## config.mk

```make
export PLATFORM = sky130hd
export DESIGN_NAME = bcd_serial_addsub
export DESIGN_NICKNAME = d
export VERILOG_FILES = /design/src/rtl/bcd_pkg.sv /design/src/rtl/bcd_digit_slice.sv /design/src/rtl/bcd_serial_addsub.sv
export SDC_FILE = /design/constraint.sdc
export NUM_CORES = 1
export LEC_CHECK = 0
export CAP_MARGIN = 20
export CORE_MARGIN = 2
export CORE_UTILIZATION = 40
export CTS_BUF_LIST = sky130_fd_sc_hd__clkbuf_8
export DETAILED_ROUTE_END_ITERATION = 10
export PLACE_DENSITY_LB_ADDON = 0.05
export SLEW_MARGIN = 20
export SYNTH_ARGS = -nofsm -noshare
export SYNTH_HDL_FRONTEND = slang
export SYNTH_SLANG_ARGS = --single-unit
```

## constraint.sdc

```tcl
create_clock -name clk -period 2.7 [get_ports clk]
set_input_delay 0.54 -clock clk [delete_from_list [all_inputs] [get_ports clk]]
set_output_delay 0.54 -clock clk [all_outputs]
set_load 0.1 [all_outputs]
```

## src/rtl/bcd_pkg.sv

```systemverilog
// Shared definitions for the digit-serial BCD adder/subtractor.
//   BCD_W      : width of one packed BCD digit
//   state_t    : control FSM states (IDLE, RUN, DONE)
//   nines_comp : nine's complement of one digit, taken modulo 16 so that
//                out-of-range digits still yield a defined 4-bit value
package bcd_pkg;

    localparam int BCD_W = 4;

    typedef enum logic [1:0] {
        IDLE = 2'd0,
        RUN  = 2'd1,
        DONE = 2'd2
    } state_t;

    function automatic logic [BCD_W-1:0] nines_comp(input logic [BCD_W-1:0] digit);
        return 4'd9 - digit;
    endfunction

endpackage

```

## src/rtl/bcd_digit_slice.sv

```systemverilog
// One-digit combinational BCD add/subtract slice.
// Ports:
//   a_d  [3:0] in  : digit of operand A
//   b_d  [3:0] in  : digit of operand B (complemented internally when sub=1)
//   cin        in  : decimal carry into this digit
//   sub        in  : 1 = use nine's complement of b_d
//   s_d  [3:0] out : result digit
//   cout       out : decimal carry out of this digit
//   bad        out : a_d or b_d is not a valid BCD digit (>9)
module bcd_digit_slice
    import bcd_pkg::*;
(
    input  logic [3:0] a_d,
    input  logic [3:0] b_d,
    input  logic       cin,
    input  logic       sub,
    output logic [3:0] s_d,
    output logic       cout,
    output logic       bad
);

    logic [3:0] b_eff;
    logic [4:0] raw;
    logic [4:0] adj;

    assign b_eff = sub ? nines_comp(b_d) : b_d;
    assign raw   = {1'b0, a_d} + {1'b0, b_eff} + {4'b0000, cin};
    // Adding 6 skips the six unused codes 10..15 and wraps into the next decade.
    assign adj   = raw + 5'd6;

    assign cout  = (raw > 5'd9);
    assign s_d   = cout ? adj[3:0] : raw[3:0];
    assign bad   = (a_d > 4'd9) || (b_d > 4'd9);

endmodule

```

## src/rtl/bcd_serial_addsub.sv

```systemverilog
// Digit-serial packed-BCD adder/subtractor, one digit per clock, LS digit first.
// Ports:
//   clk, rst_n          : clock (rising edge), asynchronous active-low reset
//   in_valid / in_ready : operand handshake; in_ready is high only when idle
//   a, b   [4*NDIGITS]  : packed BCD operands, digit 0 in bits [3:0]
//   cin                 : carry-in (add) or borrow-in (subtract)
//   sub                 : 0 = A+B+cin, 1 = A-B-cin
//   out_valid/out_ready : result handshake; outputs frozen while out_valid=1
//   sum    [4*NDIGITS]  : packed BCD result
//   c_out               : add: decimal carry; sub: 1 = no borrow
//   err                 : some input digit of this operation was >9
module bcd_serial_addsub
    import bcd_pkg::*;
#(
    parameter int NDIGITS = 4
) (
    input  logic                     clk,
    input  logic                     rst_n,
    input  logic                     in_valid,
    output logic                     in_ready,
    input  logic [BCD_W*NDIGITS-1:0] a,
    input  logic [BCD_W*NDIGITS-1:0] b,
    input  logic                     cin,
    input  logic                     sub,
    output logic                     out_valid,
    input  logic                     out_ready,
    output logic [BCD_W*NDIGITS-1:0] sum,
    output logic                     c_out,
    output logic                     err
);

    localparam int W     = BCD_W * NDIGITS;
    localparam int CNT_W = (NDIGITS > 1) ? $clog2(NDIGITS) : 1;
    localparam logic [CNT_W-1:0] LAST_IDX = CNT_W'(NDIGITS - 1);

    state_t           state_reg;
    logic [W-1:0]     a_reg;
    logic [W-1:0]     b_reg;
    logic             sub_reg;
    logic             carry_reg;
    logic [W-1:0]     result_reg;
    logic             err_acc_reg;
    logic [CNT_W-1:0] idx_reg;
    logic [W-1:0]     sum_reg;
    logic             c_out_reg;
    logic             err_reg;

    logic [3:0]       slice_s;
    logic             slice_cout;
    logic             slice_bad;
    logic [W-1:0]     result_next;

    // Operand registers shift right each RUN cycle, so the slice always sees
    // the current digit in the low nibble.
    bcd_digit_slice u_slice (
        .a_d  (a_reg[3:0]),
        .b_d  (b_reg[3:0]),
        .cin  (carry_reg),
        .sub  (sub_reg),
        .s_d  (slice_s),
        .cout (slice_cout),
        .bad  (slice_bad)
    );

    // New digit enters at the MS end; after NDIGITS shifts digit 0 is in [3:0].
    assign result_next = (result_reg >> BCD_W) | (W'(slice_s) << (W - BCD_W));

    always_ff @(posedge clk or negedge rst_n) begin
        if (!rst_n) begin
            state_reg   <= IDLE;
            a_reg       <= '0;
            b_reg       <= '0;
            sub_reg     <= 1'b0;
            carry_reg   <= 1'b0;
            result_reg  <= '0;
            err_acc_reg <= 1'b0;
            idx_reg     <= '0;
            sum_reg     <= '0;
            c_out_reg   <= 1'b0;
            err_reg     <= 1'b0;
        end else begin
            case (state_reg)
                IDLE: begin
                    if (in_valid) begin
                        a_reg       <= a;
                        b_reg       <= b;
                        sub_reg     <= sub;
                        // Subtraction is A + nines(B) + 1 - borrow, so the
                        // incoming borrow becomes an inverted carry.
                        carry_reg   <= sub ? ~cin : cin;
                        result_reg  <= '0;
                        err_acc_reg <= 1'b0;
                        idx_reg     <= '0;
                        state_reg   <= RUN;
                    end
                end
                RUN: begin
                    a_reg       <= a_reg >> BCD_W;
                    b_reg       <= b_reg >> BCD_W;
                    carry_reg   <= slice_cout;
                    result_reg  <= result_next;
                    err_acc_reg <= err_acc_reg | slice_bad;
                    idx_reg     <= idx_reg + 1'b1;
                    if (idx_reg == LAST_IDX) begin
                        // Publish the finished result together with the
                        // state change so outputs are settled with out_valid.
                        sum_reg   <= result_next;
                        c_out_reg <= slice_cout;
                        err_reg   <= err_acc_reg | slice_bad;
                        state_reg <= DONE;
                    end
                end
                DONE: begin
                    if (out_ready) begin
                        state_reg <= IDLE;
                    end
                end
                default: begin
                    state_reg <= IDLE;
                end
            endcase
        end
    end

    assign in_ready  = (state_reg == IDLE);
    assign out_valid = (state_reg == DONE);
    assign sum       = sum_reg;
    assign c_out     = c_out_reg;
    assign err       = err_reg;

endmodule

```

Word level (Yosys, flattened, before mapping)
Index checks and enable logic that the tools add are counted.

Register bits: 73. Input port bits: 38. Output and inout bits: 20.

$add $sub $neg: 5. Order comparisons: 3. Equal/unequal tests: 6. Multiplexer cells: 19. Bitwise gates (word level): 3. Reductions and logical operators: 7.

Operators with widths (number): $pmux W16 S2 (3); $mux W16 (3); $or A12 B16 Y16 (1); $gt A4 B4 Y1 const B (2); $mux W2 (4); $mux W4 (2); $pmux W2 S3 (1); $reduce_and A2 Y1 (3); $add A4 B4 Y5 (1); $add A5 B1 Y5 (1); $gt A5 B4 Y1 const B (1); $add A4 B3 Y4 const B (1); $eq A2 B2 Y1 const B (2); $ne A2 B2 Y1 const B (2); $pmux W1 S2 (2); $pmux W2 S2 (1); $sub A4 B4 Y4 const A (1); $mux W1 (3); $reduce_and A3 Y1 (1); $add A2 B1 Y2 const B (1); $eq A2 B1 Y1 const B (1); $logic_not A2 Y1 (1); $ne A2 B1 Y1 const B (1); $reduce_bool A2 Y1 (1); other kinds (3) (3).

Longest topological paths before layout
Gate-level depths: netlist (run 1).

Depth after elaboration: 8. Mapped depth: 12. Mapped depth without buffers: 12.

Cells and area by module
Synthesis (run 1) repeated with hierarchy kept, for this count alone.

Cells, all modules: 329. Area total of the unflattened synthesis: 3363.2 µm².

Modules (own cells, without submodules): bcd_serial_addsub (instances 1, cells an instance 291, area each 3071.7 µm², sequential area each 1726.7 µm²); bcd_digit_slice (instances 1, cells an instance 38, area each 291.5 µm², sequential area each 0.0 µm²).

Worst setup path before layout (run 1)
No wires, ideal clock.

Kind: flip-flop to flip-flop. Start: register state_reg[1]. End: register a_reg[0]. Library setup time: 0.141 ns. Data arrival time: 2.600 ns. Data required time: 2.559 ns. Path slack: -0.041 ns. Stages on the path, launching flop included: 6. Path buffers: 1. Clock period less this slack: 2.741 ns. Cells stage by stage: dfrtp_1 -> nor2_1 -> nand2_1 -> clkbuf_1 -> nand2_1 -> a31oi_1.

Cells in the longest elaborated chain, start to end: 3.

RTL lines: start, declared (line bcd_serial_addsub.sv:36) `state_t state_reg;`; start signal, assigned (line bcd_serial_addsub.sv:70) `state_reg <= IDLE;`; start signal, assigned (line bcd_serial_addsub.sv:94) `state_reg <= RUN;`; start signal, assigned (line bcd_serial_addsub.sv:110) `state_reg <= DONE;`; $logic_not A2 Y1 *; via in_ready (line bcd_serial_addsub.sv:20) `output logic in_ready,`; $ne A2 B2 Y1 (no line) or $reduce_bool A2 Y1 (tied branches); $reduce_and A2 Y1 (no line); end signal, assigned (line bcd_serial_addsub.sv:98) `a_reg <= a_reg >> BCD_W;`; end, declared (line bcd_serial_addsub.sv:37) `logic [W-1:0] a_reg;`.

Mark *: on every way through the listed nets, which the timed path passes. The rest lies on a longest branch. A chain may end at the register's enable or synchronous reset.

Worst setup path after layout (run 1)
Start: register sub_reg. End: register sum_reg[13] (netlist: sum[13]).

Cells in the longest elaborated chain, start to end: 6.

RTL lines: start, declared (line bcd_serial_addsub.sv:39) `logic sub_reg;`; start signal, assigned (line bcd_serial_addsub.sv:87) `sub_reg <= sub;`; $mux W4 * (line bcd_digit_slice.sv:26) `assign b_eff = sub ? nines_comp(b_d) : b_d;`; $add A4 B4 Y5 * (line bcd_digit_slice.sv:27) `assign raw = {1'b0, a_d} + {1'b0, b_eff} + {4'b0000, cin};`; $add A5 B1 Y5 * (line bcd_digit_slice.sv:27); $add A4 B3 Y4 or $gt A5 B4 Y1 (tied branches) (line bcd_digit_slice.sv:29, bcd_digit_slice.sv:31); $mux W4 * (line bcd_digit_slice.sv:32) `assign s_d = cout ? adj[3:0] : raw[3:0];`; $or A12 B16 Y16 * (line bcd_serial_addsub.sv:66) `assign result_next = (result_reg >> BCD_W) | (W'(slice_s) << (W - BCD_W));`; end signal, assigned (line bcd_serial_addsub.sv:107) `sum_reg <= result_next;`; end, declared (line bcd_serial_addsub.sv:44) `logic [W-1:0] sum_reg;`.

Mark *: on every way between the ends. The rest lies on a longest branch, timed or not.

==> results_dict.tcl, run 1 <==
set metrics [dict create \
    gr-usage-all-layers_pct 17.91 \
    drc 0 \
    timing.final.max_slew_violations 0 \
    critical_path.cell_chain "xnor2_2, fa_1, inv_1, fa_1, inv_1, ha_1, nand2b_1, a22o_2, or3_1, o211ai_2" \
    setup_tns_ns 0 \
    critPathTopFamily "adder cells" \
    worst_path_largest_cell_delay_ns 0.45 \
    postSynthCellCount 340 \
    end_kind "flop" \
    routed_wire_length_per_instance_um 14.25 \
    yosys.area_share.simple_pct 18.26 \
    nFillCells 718 \
    clock.fmax_mhz 382.9 \
    antenna_found_initial 0 \
    dpl_cell_area_sq_um 3832 \
    cp_max_fo 5 \
    detailed_place_hpwl_um 4935 \
    routed-via-count 2533 \
    ys_types 35 \
    cts_buffer_depth 2 \
    avgViaCountPerCell 5.016 \
    drt-pass1-iter-count 4 \
    grt_setup_unrepaired "no" \
    io_pins 58 \
    timing.reg2reg.setup_slack_ns 0.09 \
    synth_compound_gate_area_share_pct 12.83 \
    initial_core_util_pct 41.14 \
    synthesis.area_sq_um 3179 \
    post_synth_xor_area_fraction_pct 1.614 \
    mostFrequentLayoutCell "nand2_1" \
    grt_start_max_net_pins 52 \
    synth_seq_cells 69 \
    crit_path_start_kind "flop" \
    synth_fa_ha_area_share_pct 4.014 \
    areaGrowthSynthToFinish_pct 28.85 \
    path_class "reg2reg" \
    drt_iter0_drc 116 \
    die_width_um 93.15 \
    timing.final.crit_share_pct 96.74 \
    maximum_level_of_the_cts_h_tree 3 \
    fp-row-count 32 \
    timing.clock.skew_ns 0.01161 \
    synth_warn 0 \
    cp.required_ns 2.96 \
    actual_slew_at_the_worst_max_slew_pin_ns 0.5888 \
    fraction_of_the_core_area_covered_by_cells_at_the_end_of_the_flow_pct 53.01 \
    cts_tree "yes" \
    die_h_um 93.15 \
    number_of_buffers_created_by_cts 9 \
    count_of_input_and_output_buffers 57 \
    yosys-top-cells-area "dfrtp_1 54%, nand2_1 12%, a31oi_1 4.7%, o21ai_1 4.3%, nor2_1 3.8%" \
    max-slew-margin-rel_pct 60.74 \
    postCtsHoldBufs 0 \
    outcome "finished clean" \
    clkSlewWorstSetupHoldPaths_ns 0.08 \
    critical_path.slowest_cell "dfrtp_2" \
    finalSetupViolations 0 \
    worst_skew_pair.late_latency_ns 0.34 \
    grt_first_pass_wirelength_um 11930 \
    wirelength_um 7194 \
    layout.nets 445 \
    die_area_sq_um 8677 \
    timing_hold_violations_final 0 \
    synth_top_family_by_area "simple AND/OR/NAND/NOR gates" \
    finalWeightedCongestion 0.8051 \
    grt_overflow 0 \
    hold_class "in2async" \
    drv.max_cap_violation_count 0 \
    cts.sinks 69 \
    yosys-mux-area-fraction_pct 5.510 \
    placeableCoreArea_sq_um 7727 \
    grt_pass1_vias 2386 \
    final_cell_mix "98 x nand2_1, 68 x dfrtp_1, 36 x clkdlybuf4s50_1, 31 x nor2_1, 29 x buf_4" \
    final_design_area_no_fill_sq_um 4096 \
    drt_antenna_net_count 0 \
    crit_arrival_ns 2.87 \
    synth.yosys.seq_area_share_pct 54.31 \
    cp_num_buf_inv 2 \
    antenna_cells_inserted 0 \
    mean_syn_cell_area_sq_um 9.351 \
    cts.root.buffer_cell "clkbuf_8" \
    synthesis.nets 387 \
    synth_top_cell_by_area "dfrtp_1" \
    finalCriticalPeriod_ns 2.612 \
    fraction_of_layout_cells_with_a_size_suffix_above_1_pct 15.63 \
    synth.top_cell.area_share_pct 54.31 \
]
-- cell type report --
type	instances	area, sq um	share of cell area (%)
flip-flops and latches	69	1728	42.18
multi-input cells	244	1373	33.51
repair buffers	67	603.1	14.72
well taps	102	127.6	3.115
clock buffers	9	123.9	3.024
clock inverters	7	115.1	2.810
inverters	7	26.28	0.6414
-- routing by layer --
layer  GRT usage [%]  vias to the layer above  wire length, um
li1                -                     1258                -
met1           25.79                     1210             3472
met2           26.33                       56             3260
met3           3.223                        9              332
met4           8.333                        0              128
met5               0                        -                0
-- worst paths after layout --
check / endpoint / depth (start not counted) / startpoint
worst max-delay path: sum[13] / 10 / sub_reg
worst min-delay path: sum[9] / 1 / rst_n
worst max register to register: sum[13] / 10 / sub_reg
worst min register to register: sum[12] / 2 / sum[12]
max in group asynchronous: b_reg[15] / 2 / rst_n
min in group clk: sum[12] / 2 / sum[12]
-- cell families (layout without fill, tap and decap cells) --
logic type,Yosys count,in the layout
AOI/OAI and AO/OA,69,69
muxes,16,16
adders and majority gates,9,9
xor gates and xnor gates,5,5
and+or+nand+nor,145,145
DFF,69,69
buffers and inverters,27,90
-- per-stage QoR --
step / setup WS (ns) / std cells / hold WS, ns
2_1_floorplan: 0.1049 / 340 / 0.2444
3_3_place_gp: 0.1410 / 489 / 0.4712
3_5_place_dp: 0.04896 / 489 / 0.4753
4_1_cts: 0.02211 / 505 / 0.1882
5_1_grt: 0.004848 / 505 / 0.2168
6_report: 0.08806 / 505 / 0.1860
-- synth_stat cells --
| cell | count |
|---|---|
| a21oi_1 | 5 |
| o21a_1 | 1 |
| xnor2_2 | 1 |
| nor3_1 | 3 |
| a21o_1 | 1 |
| and2b_1 | 1 |
| a22o_1 | 1 |
| a22oi_1 | 2 |
| buf_2 | 7 |
| ha_1 | 7 |
| clkbuf_1 | 13 |
| and2_1 | 1 |
| mux2_1 | 7 |
| mux2i_1 | 4 |
| o21ai_1 | 27 |
| a31oi_1 | 24 |
| and3_1 | 1 |
| nand2_1 | 98 |
| nor2_1 | 32 |
| dfrtp_1 | 69 |
| xnor2_1 | 3 |
| and4_1 | 1 |
| o211ai_2 | 1 |
| inv_1 | 7 |
| or3_1 | 1 |
| o21ai_0 | 4 |
| a31o_1 | 1 |
| nand3b_1 | 1 |
| nand2_2 | 1 |
| nand3_1 | 2 |
| mux2_2 | 5 |
| fa_1 | 2 |
| a221oi_1 | 2 |
| nand2b_1 | 3 |
| xor2_1 | 1 |
-- what timing repair did --
action,CTS,global route
setup buffers,0,0
setup endpoints to repair,0,6
gates resized for setup,0,6
-- worst register-to-register path: cells and delay by family (launching register included) --
family / cells / cell delay [ns]
xor+xnor: 1 / 0.15
flops: 1 / 0.45
buf+inv: 2 / 0.18
fa+ha+maj: 3 / 0.94
compound gates: 2 / 0.39
simple gates: 2 / 0.43
Power of run 1 is left out: the tool's default activity adds up to more than one toggle a clock period on the data nets, which glitch-free logic cannot reach.
==> inputs of run 2 (changes only) <==
Settings changed: CORE_ASPECT_RATIO set to 0.75.
==> results_dict.tcl, run 2 (synthesis results as in run 1) <==
set metrics [dict create \
    worst_r2r_endpoint "sum[13]" \
    timing_hold_violations_final 0 \
    clkSlewWorstSetupHoldPaths_ns 0.07 \
    fraction_of_layout_cells_with_a_size_suffix_above_1_pct 15.59 \
    actual_slew_at_the_worst_max_slew_pin_ns 0.7613 \
    antenna_found_initial 0 \
    outcome "finished clean" \
    drc 0 \
    clock.fmax_mhz 389.2 \
    cts.sinks 69 \
    placed_cells 493 \
    grt_setup_unrepaired "no" \
    grt_pass1_vias 2337 \
    die_area_sq_um 8685 \
    critPathCapture "sum[13]" \
    gr-usage-all-layers_pct 17.49 \
    io_pins 58 \
    worstRegToRegCells 10 \
    routed-via-count 2478 \
    mostFrequentLayoutCell "nand2_1" \
    drv.max_cap_violation_count 0 \
    drt_antenna_net_count 0 \
    critPathTopFamily "adder cells" \
    critical_path.cell_chain "xnor2_2, fa_2, inv_1, fa_2, inv_1, ha_1, nand2b_1, a22o_1, or3_4, o211ai_2" \
    cp.depth 10 \
    cts.root.buffer_cell "clkbuf_8" \
    timing.final.max_slew_violations 0 \
    routed_metal_1_wirelength_um 3623 \
    timing.final.crit_share_pct 95.16 \
    path_class "reg2reg" \
    die_width_um 106.9 \
    grt_start_max_net_pins 47 \
    cp_max_fo 5 \
    routed_wire_length_per_instance_um 13.70 \
    cts_buffer_depth 2 \
    worst_path_largest_cell_delay_ns 0.44 \
    antenna_cells_inserted 0 \
    max-slew-margin-rel_pct 49.25 \
    hold_class "in2async" \
    met2RoutedLength_um 2923 \
    worst_skew_pair.late_latency_ns 0.35 \
    timing.reg2reg.setup_slack_ns 0.13 \
    detailed_place_hpwl_um 4816 \
    grt_first_pass_wirelength_um 11600 \
    layout.nets 447 \
    drt-pass1-iter-count 4 \
    timing.clock.skew_ns 0.009893 \
    critical_path.slowest_cell "dfrtp_2" \
    count_of_input_and_output_buffers 57 \
    wirelength_um 6974 \
    finalWeightedCongestion 0.7959 \
    areaGrowthSynthToFinish_pct 29.36 \
    avgViaCountPerCell 4.868 \
    post_route_insts_no_fill 509 \
    die_h_um 81.21 \
    cp.required_ns 2.98 \
    fp-row-count 28 \
    maximum_level_of_the_cts_h_tree 3 \
    initial_core_util_pct 40.70 \
    grt_overflow 0 \
    nFillCells 759 \
    crit_arrival_ns 2.85 \
    finalSetupViolations 0 \
    drt_iter0_drc 148 \
    cp_num_buf_inv 2 \
    number_of_buffers_created_by_cts 9 \
    dr.max_layer_used "met4" \
    cts_tree "yes" \
    placeableCoreArea_sq_um 7812 \
    crit_path_start_kind "flop" \
    final_cell_mix "98 x nand2_1, 68 x dfrtp_1, 36 x clkdlybuf4s50_1, 31 x nor2_1, 30 x buf_4" \
    timing.rr.start "sub_reg" \
    setup_tns_ns 0 \
    detailroute.wirelength.met3_um 347 \
    end_kind "flop" \
    finalCriticalPeriod_ns 2.569 \
    setup.worst_path.start "sub_reg" \
]
==> run 2: final cells by class <==
class	count	area, sq um	share of cell area (%)
repair buffers	69	630.6	15.33
clock buffers	11	151.4	3.681
clock inverters	4	72.57	1.765
multi-input cells	244	1373	33.37
well taps	105	131.4	3.194
flip-flops and latches	69	1728	42.01
inverters	7	26.28	0.6389
==> run 2: worst min path at each step <==
stage	start	endpoint	slack, ns	depth (start not counted)
global placement	sum[12]	sum[12]	0.47	2
detailed placement	sum[12]	sum[12]	0.47	2
finish	rst_n	sum[9]	0.18	1
CTS	rst_n	sum[4]	0.19	1
global route	rst_n	sum[9]	0.21	1
floorplan	rst_n	a_reg[0]	0.24	0
==> run 2: routing by layer <==
| metal | track usage [%] | vias up |
|---|---|---|
| li1 | - | 1265 |
| met1 | 25.95 | 1155 |
| met2 | 24.01 | 50 |
| met3 | 5.859 | 8 |
| met4 | 5.195 | 0 |
| met5 | 0 | - |
==> run 2: timing repair <==
action                                  4_1_cts  5_1_grt
endpoints found under the setup margin        0        6
hold buffers                                  0        0
buffers inserted                              0        1
resized for setup                             0        6
==> run 2: metrics by stage <==
stage	utilization, %	setup slack [ns]	hold WS [ns]	cell area (sq um)
final	52.64	0.1307	0.1799	4113
after global routing	52.64	0.006940	0.2089	4113
after CTS	52.21	0.03146	0.1912	4079
after detailed placement	49.34	0.06058	0.4745	3855
after global placement	49.34	0.1321	0.4685	3855
after floorplan	-	0.1049	0.2444	3182
Power of run 2 is left out for the same reason.
